`config.mk`:
```
export PLATFORM = sky130hd
export DESIGN_NAME = shift_and_subtract_divider
export DESIGN_NICKNAME = d
export VERILOG_FILES = /design/src/rtl/divider_pkg.sv /design/src/rtl/four_bit_subtractor.sv /design/src/rtl/shift_and_subtract_divider.sv
export SDC_FILE = /design/constraint.sdc
export NUM_CORES = 1
export LEC_CHECK = 0
export CORE_MARGIN = 3
export CORE_UTILIZATION = 50
export CTS_CLUSTER_DIAMETER = 60
export DETAILED_ROUTE_END_ITERATION = 8
export GPL_TIMING_DRIVEN = 0
export PLACE_DENSITY = 0.77
export SKIP_CTS_REPAIR_TIMING = 1
export SLEW_MARGIN = 40
export SYNTH_ARGS = -nofsm -noshare
export SYNTH_HDL_FRONTEND = slang
export SYNTH_HIERARCHICAL = 1
export SYNTH_SLANG_ARGS = --single-unit
```
`constraint.sdc`:
```
create_clock -name clk -period 2.3 [get_ports clk]
set_clock_uncertainty 0.15 [all_clocks]
set_input_delay 0.23 -clock clk [delete_from_list [all_inputs] [get_ports clk]]
set_output_delay 0.23 -clock clk [all_outputs]
set_load 0.02 [all_outputs]
```
`src/rtl/divider_pkg.sv`:
```
// Shared definitions for the shift-and-subtract divider:
// the FSM state encoding and the default operand width.
`timescale 1ns/1ps
package divider_pkg;

    localparam int DEFAULT_WIDTH = 4;

    typedef enum logic [1:0] {
        IDLE = 2'b00,
        RUN  = 2'b01,
        DONE = 2'b10
    } state_t;

endpackage

```
`src/rtl/four_bit_subtractor.sv`:
```
// Trial subtractor for the divider. It computes diff = a - b and raises
// borrow when the result would be negative.
`timescale 1ns/1ps
module four_bit_subtractor #(
    parameter int W = 5
) (
    input  logic [W-1:0] a,
    input  logic [W-1:0] b,
    output logic [W-1:0] diff,
    output logic         borrow
);

    // Zero-extend by one bit so the extra top bit carries the borrow out.
    assign {borrow, diff} = {1'b0, a} - {1'b0, b};

endmodule

```
`src/rtl/shift_and_subtract_divider.sv`:
```
// Restoring shift-and-subtract unsigned divider that takes WIDTH iterations.
// Optional macro DIV_BY_ZERO_DETECT_EN adds a dbz flag and a fast path for a zero divisor.
`timescale 1ns/1ps
module shift_and_subtract_divider
    import divider_pkg::*;
#(
    parameter int WIDTH = DEFAULT_WIDTH
) (
    input  logic             clk,
    input  logic             rst,
    input  logic             start,
    input  logic [WIDTH-1:0] inpA,
    input  logic [WIDTH-1:0] inpB,
    output logic [WIDTH-1:0] Q,
    output logic [WIDTH-1:0] R,
    output logic             busy,
    output logic             done
`ifdef DIV_BY_ZERO_DETECT_EN
    ,
    output logic             dbz
`endif
);

    localparam int CW = $clog2(WIDTH + 1);
    localparam logic [CW-1:0] LAST_STEP = CW'(WIDTH - 1);
    localparam logic [CW-1:0] CNT_ONE   = CW'(1);

    state_t           state_r, state_s;
    logic [WIDTH-1:0] quo_r, quo_s;
    logic [WIDTH-1:0] m_r, m_s;
    logic [WIDTH:0]   rem_r, rem_s;
    logic [WIDTH:0]   shifted_s, trial_s;
    logic [CW-1:0]    cnt_r, cnt_s;
    logic             borrow_s;
    logic             busy_r, busy_s;
    logic             done_r, done_s;
    logic             dbz_r, dbz_s;
    logic             unused_s;

    // The quotient MSB moves into the remainder as the pair shifts left by one.
    assign shifted_s = {rem_r[WIDTH-1:0], quo_r[WIDTH-1]};
    assign unused_s  = rem_r[WIDTH];

    four_bit_subtractor #(.W(WIDTH + 1)) u_sub (
        .a      (shifted_s),
        .b      ({1'b0, m_r}),
        .diff   (trial_s),
        .borrow (borrow_s)
    );

    // Next-state, datapath and output decode.
    always_comb begin
        state_s = state_r;
        quo_s   = quo_r;
        m_s     = m_r;
        rem_s   = rem_r;
        cnt_s   = cnt_r;
        busy_s  = 1'b0;
        done_s  = 1'b0;
        dbz_s   = dbz_r;
        case (state_r)
            IDLE: begin
                if (start) begin
                    m_s   = inpB;
                    cnt_s = {CW{1'b0}};
`ifdef DIV_BY_ZERO_DETECT_EN
                    if (inpB == {WIDTH{1'b0}}) begin
                        quo_s   = {WIDTH{1'b1}};
                        rem_s   = {1'b0, inpA};
                        dbz_s   = 1'b1;
                        done_s  = 1'b1;
                        state_s = DONE;
                    end else begin
                        quo_s   = inpA;
                        rem_s   = {(WIDTH+1){1'b0}};
                        dbz_s   = 1'b0;
                        busy_s  = 1'b1;
                        state_s = RUN;
                    end
`else
                    quo_s   = inpA;
                    rem_s   = {(WIDTH+1){1'b0}};
                    busy_s  = 1'b1;
                    state_s = RUN;
`endif
                end else begin
                    state_s = IDLE;
                end
            end
            RUN: begin
                // A borrow means the trial went negative, so the shifted remainder is restored.
                quo_s = {quo_r[WIDTH-2:0], ~borrow_s};
                rem_s = borrow_s ? shifted_s : trial_s;
                cnt_s = cnt_r + CNT_ONE;
                if (cnt_r == LAST_STEP) begin
                    done_s  = 1'b1;
                    state_s = DONE;
                end else begin
                    busy_s  = 1'b1;
                end
            end
            DONE: begin
                state_s = IDLE;
            end
            default: begin
                state_s = IDLE;
            end
        endcase
    end

    // FSM state register.
    always_ff @(posedge clk or posedge rst) begin
        if (rst) begin
            state_r <= IDLE;
        end else begin
            state_r <= state_s;
        end
    end

    // Datapath and output registers.
    always_ff @(posedge clk or posedge rst) begin
        if (rst) begin
            quo_r  <= {WIDTH{1'b0}};
            m_r    <= {WIDTH{1'b0}};
            rem_r  <= {(WIDTH+1){1'b0}};
            cnt_r  <= {CW{1'b0}};
            busy_r <= 1'b0;
            done_r <= 1'b0;
            dbz_r  <= 1'b0;
        end else begin
            quo_r  <= quo_s;
            m_r    <= m_s;
            rem_r  <= rem_s;
            cnt_r  <= cnt_s;
            busy_r <= busy_s;
            done_r <= done_s;
            dbz_r  <= dbz_s;
        end
    end

    assign Q    = quo_r;
    assign R    = rem_r[WIDTH-1:0];
    assign busy = busy_r;
    assign done = done_r;
`ifdef DIV_BY_ZERO_DETECT_EN
    assign dbz  = dbz_r;
`endif

endmodule
```
==> metrics.txt, run 1 <==
result of the run=finished clean; Slew @ Worst Pin=700 ps; Worst EP required=2350 ps; DR iter-0 viols=11; maximum vdd drop=767 uV; Global Route met3 Usage=2.56%; TNS Setup=0 ps; setup repair after global routing missed its margin=no; critical path arrival=2030 ps; slowest cell on the critical path=sky130_fd_sc_hd__dfrtp_1; DR vias=783; standard cell area after detailed placement=1300 um^2; via count of the first global-routing pass=850; Buffers on Ports=20; startpoint of the worst-slack reg-to-reg timing path=rem_r[1]$_DFFE_PP0P_; Min-Delay Path Class=in -> async; filler-free cell count of the finished design=150; cell count after synthesis=99; Chip Width=52.2 um; Max Transition Viols Final=0; fraction of layout instances using a drive strength above 1=14.6%; root buf cell=sky130_fd_sc_hd__clkbuf_4; final setup fails=0; Antenna Nets Post-Route=0; vias per cell=5.22; starting utilization of the core area=53.9%; nature of the critical path endpoint=register; Die Height=52.2 um; post-detailed-route DRC marker count=0; WL per Instance=13.0 um; Layout Nets=143; antenna violations before repair=0; Inst Count DP=146; Core Rows=16; power per standard cell area=1550 nW/um^2; most numerous cell on the critical path=sky130_fd_sc_hd__o22ai_1; area growth from synthesis to layout=24.9%; clk sinks=19; ant diodes=0; CTS tree=done; worst setup path category=reg -> reg; Critical Path Start=rem_r[1]$_DFFE_PP0P_; Final GP Congestion=0.715; met1 track utilization from global routing=21.1%; GR Util met2=30.3%; number of nets in the synthesized netlist=118; post-synthesis cell area=1070 um^2; number of hold violations in the final report=0; H-Tree Depth=1; overall overflow remaining after global route=0; global-route wire length before repair=3550 um; global route hottest layer=met2; insertion delay of the later-clocked pin in the worst-skew pair=300 ps; cell-by-cell listing of the critical path=ha_1 > o21ai_0 > a21oi_1 > o22ai_1 > clkbuf_2 > mux2i_1 > o22ai_1; Detailed Routing Iterations Pass 1=4; syn avg cell area=10.8 um^2; timing-limited maximum frequency=505 MHz; buffer depth of the longest clock path=2; total non-filler cell area in the finished layout=1330 um^2; largest stage delay on the critical path=430 ps; number of placed I/O pins=21; wire length after detailed routing=1950 um; number of maximum-capacitance violations=0; count of yosys warnings during synthesis=6; nature of the critical path startpoint=register; leakage power summed over all cells=0.000622 uW; Final min period=1980 ps; Tot GR Track Use=17.6%; standard cell core area=1980 um^2; maximum number of pins on one net before global-route repair=20; final period utilization=86.1%; clock-pin transition on the worst setup and hold timing paths=110 ps; cts bufs inserted=3; post-detail-place hpwl=1540 um; CP max FO=5; max_slew headroom=53.3%; area of the die=2720 um^2
[layer usage]
| layer | up-vias | share of wire, % | routed length, um |
|---|---|---|---|
| met5 | - | 0 | 0 |
| met4 | 0 | 1.6 | 32 |
| met3 | 4 | 2.6 | 51 |
| met2 | 15 | 52 | 1010 |
| met1 | 384 | 44 | 855 |
| li1 | 380 | - | - |
[registers in the layout, summed over array words and instances, names as in the netlist]
name and cells:
Q 4, busy 1, cnt_r 3, done 1, m_r 4, rem_r 4, state_r 2
[path summary, 6_finish.rpt]
path	endpoint	slack, ps	cells after the start
worst max-delay path	rem_r[3]$_DFFE_PP0P_	320	7
worst min-delay path	done$_DFF_PP0_	170	2
worst max register to register	rem_r[3]$_DFFE_PP0P_	320	7
worst min register to register	cnt_r[0]$_DFFE_PP0P_	340	1
max in group asynchronous	m_r[1]$_DFFE_PP0P_	1380	2
min in group clk	cnt_r[0]$_DFFE_PP0P_	340	1
[layout make-up]
cell class | count | area (um^2)
Clock inverter | 1 | 7.51
Multi-Input combinational cell | 62 | 487
Inverter | 12 | 45.0
Fill cell | 153 | 649
Sequential cell | 19 | 475
Tap cell | 27 | 33.8
Timing Repair Buffer | 20 | 200
Clock buffer | 3 | 22.5
Buffer | 6 | 61.3
[critical path: cells and delay by family, from the launching register on]
family	cells	cell delay, ps
AOI/OAI and AO/OA	4	510
adders and majority gates	1	350
buffers and inverters	1	220
DFF	1	430
muxes	1	230
[cells in the final DEF (no fill, tap or decap), types with 2 or more instances in the layout]
cell type / n
sky130_fd_sc_hd__nand2_1: 6
sky130_fd_sc_hd__a21oi_1: 2
sky130_fd_sc_hd__inv_1: 12
sky130_fd_sc_hd__nor2_1: 10
sky130_fd_sc_hd__nand2b_1: 2
sky130_fd_sc_hd__clkbuf_4: 3
sky130_fd_sc_hd__nor4b_1: 3
sky130_fd_sc_hd__mux2_4: 2
sky130_fd_sc_hd__mux2_2: 2
sky130_fd_sc_hd__ha_1: 7
sky130_fd_sc_hd__mux2i_1: 5
sky130_fd_sc_hd__a211oi_1: 3
sky130_fd_sc_hd__o22ai_1: 7
sky130_fd_sc_hd__clkdlybuf4s50_1: 20
sky130_fd_sc_hd__o21bai_1: 2
sky130_fd_sc_hd__dfrtp_1: 19
sky130_fd_sc_hd__buf_6: 5
[metrics by stage]
stage / worst slack, ps / util, % / power [uW] / hold WS, ps
after global routing: 109 / 67.2 / 2250 / 209
after global placement: 326 / 65.7 / 1840 / 323
final: 320 / 67.2 / 2060 / 172
after detailed placement: 244 / 65.7 / 1900 / 328
after floorplan: 375 / - / 1530 / 31.1
after CTS: 226 / 67.2 / 2080 / 196
[power by group]
part	total, uW	internal, uW	switching [uW]
combinational	1270	640	630
sequential	613	498	115
clock	176	66.3	110
total	2060	1200	855
Note: power is estimated with default switching activity, not from simulation.
==> run 2, diff against run 1 <==
MAX_ROUTING_LAYER = met4   (was not set)
==> metrics.txt, run 2 (synthesis gave the netlist of run 1 again) <==
Worst EP required=2350 ps (about the same); nature of the critical path startpoint=register; Final GP Congestion=0.724 (+1.2%); Slew @ Worst Pin=700 ps (-0.00966 ps); Chip Width=52.2 um (unchanged); root buf cell=sky130_fd_sc_hd__clkbuf_4; total buffers and inverters traversed by the critical path=1 (unchanged); critical path arrival=2030 ps (about the same); clk sinks=19 (unchanged); result of the run=finished clean; final period utilization=86.1% (about the same); antenna violations before repair=0 (unchanged); cts bufs inserted=3 (unchanged); number of hold violations in the final report=0 (unchanged); insertion delay of the later-clocked pin in the worst-skew pair=300 ps (about the same); DR vias=783 (unchanged); nature of the critical path endpoint=register; CP max FO=5 (unchanged); Core Rows=16 (unchanged); worst setup path category=reg -> reg; cell-by-cell listing of the critical path=ha_1 > o21ai_0 > a21oi_1 > o22ai_1 > clkbuf_2 > mux2i_1 > o22ai_1; Antenna Nets Post-Route=0 (unchanged); buffer depth of the longest clock path=2 (unchanged); post-detailed-route DRC marker count=0 (unchanged); vias per cell=5.22 (unchanged); Layout Nets=143 (unchanged); global-route wire length before repair=3570 um (+0.39%); post-detail-place hpwl=1540 um (unchanged); Max Transition Viols Final=0 (unchanged); leading cell types in the layout, fill and taps excluded=sky130_fd_sc_hd__clkdlybuf4s50_1 (20), sky130_fd_sc_hd__dfrtp_1 (19), sky130_fd_sc_hd__inv_1 (12), sky130_fd_sc_hd__nor2_1 (10); Die Height=52.2 um (unchanged); final setup fails=0 (unchanged); DR iter-0 viols=10 (-1); post-route worst hold slack=172 ps (-0.0920 ps); CTS tree=done; max_slew headroom=53.3% (about the same); Min-Delay Path Class=in -> async; area growth from synthesis to layout=24.9% (unchanged); clock-pin transition on the worst setup and hold timing paths=110 ps (about the same); Tot GR Track Use=18.2% (+0.65 points); Final min period=1980 ps (-0.610 ps); WL per Instance=13.0 um (-0.15%); wire length after detailed routing=1950 um (-0.15%); power per standard cell area=1540 nW/um^2 (about the same); leakage power summed over all cells=0.000622 uW (unchanged); timing-limited maximum frequency=505 MHz (about the same); standard cell core area=1980 um^2 (unchanged); overall overflow remaining after global route=0 (unchanged); via count of the first global-routing pass=844 (-0.71%); H-Tree Depth=1 (unchanged); number of placed I/O pins=21 (unchanged); largest stage delay on the critical path=430 ps (about the same); maximum vdd drop=767 uV (about the same); setup repair after global routing missed its margin=no; area of the die=2720 um^2 (unchanged); number of maximum-capacitance violations=0 (unchanged); TNS Setup=0 ps (unchanged); starting utilization of the core area=53.9% (unchanged); most numerous cell on the critical path=sky130_fd_sc_hd__o22ai_1; Detailed Routing Iterations Pass 1=4 (unchanged); maximum number of pins on one net before global-route repair=20 (unchanged); cell family with the largest share of critical-path delay=compound AO/OA/AOI/OAI gates; Buffers on Ports=20 (unchanged); fraction of layout instances using a drive strength above 1=14.6% (unchanged); ant diodes=0 (unchanged); most frequent standard cell in the layout excluding fill and tap cells=sky130_fd_sc_hd__clkdlybuf4s50_1; slowest cell on the critical path=sky130_fd_sc_hd__dfrtp_1
## run 2: cell counts in the layout (fill, tap and decap cells not counted)
Identical to the previous run, type by type.
## run 2: power by group
| part | leakage [uW] | switching (uW) | total [uW] | internal (uW) |
|---|---|---|---|---|
| clock network | 0.0000139 | 108 | 175 | 66.3 |
| registers | 0.000229 | 115 | 613 | 498 |
| logic | 0.000379 | 630 | 1270 | 640 |
| total | 0.000622 | 853 | 2060 | 1200 |
## run 2: layout make-up
cell class                 count  area [um^2]
timing repair buffer          20          200
buffer                         6         61.3
fill                         153          649
sequential                    19          475
tap                           27         33.8
multi-input combinational     62          487
clock buffer                   3         22.5
inverter                      12         45.0
clock inverter                 1         7.51
## run 2: metrics by stage
stage	util [%]	worst slack [ps]	std cells	power [uW]	instance area, um^2
finish	67.2	320	150	2060	1330
global route	67.2	109	150	2250	1330
CTS	67.2	226	150	2080	1330
detailed placement	65.7	244	146	1900	1300
global placement	65.7	326	146	1840	1300
floorplan	-	375	99	1530	1070
## run 2: layer usage
layer / global-route usage [%] / vias up / part of all wire, %
met5: - / - / 0
met4: 8.94 / 0 / 1.6
met3: 3.42 / 4 / 2.8
met2: 30.3 / 15 / 52
met1: 21.1 / 384 / 44
li1: - / 380 / -
## run 2: final timing paths
path | start | to | slack (ps) | cells after the start
max in group asynchronous | rst | m_r[1]$_DFFE_PP0P_ | 1380 | 2
worst max-delay path | rem_r[1]$_DFFE_PP0P_ | rem_r[3]$_DFFE_PP0P_ | 320 | 7
min in group clk | cnt_r[0]$_DFFE_PP0P_ | cnt_r[0]$_DFFE_PP0P_ | 340 | 1
worst min-delay path | rst | done$_DFF_PP0_ | 170 | 2
worst max register to register | rem_r[1]$_DFFE_PP0P_ | rem_r[3]$_DFFE_PP0P_ | 320 | 7
worst min register to register | cnt_r[0]$_DFFE_PP0P_ | cnt_r[0]$_DFFE_PP0P_ | 340 | 1
==> run 3, diff against run 2 <==
CTS_CLUSTER_SIZE = 10   (was not set)
==> results of run 3 <==
Same layout as run 2: the final DEF is identical, and so are final timing and power.
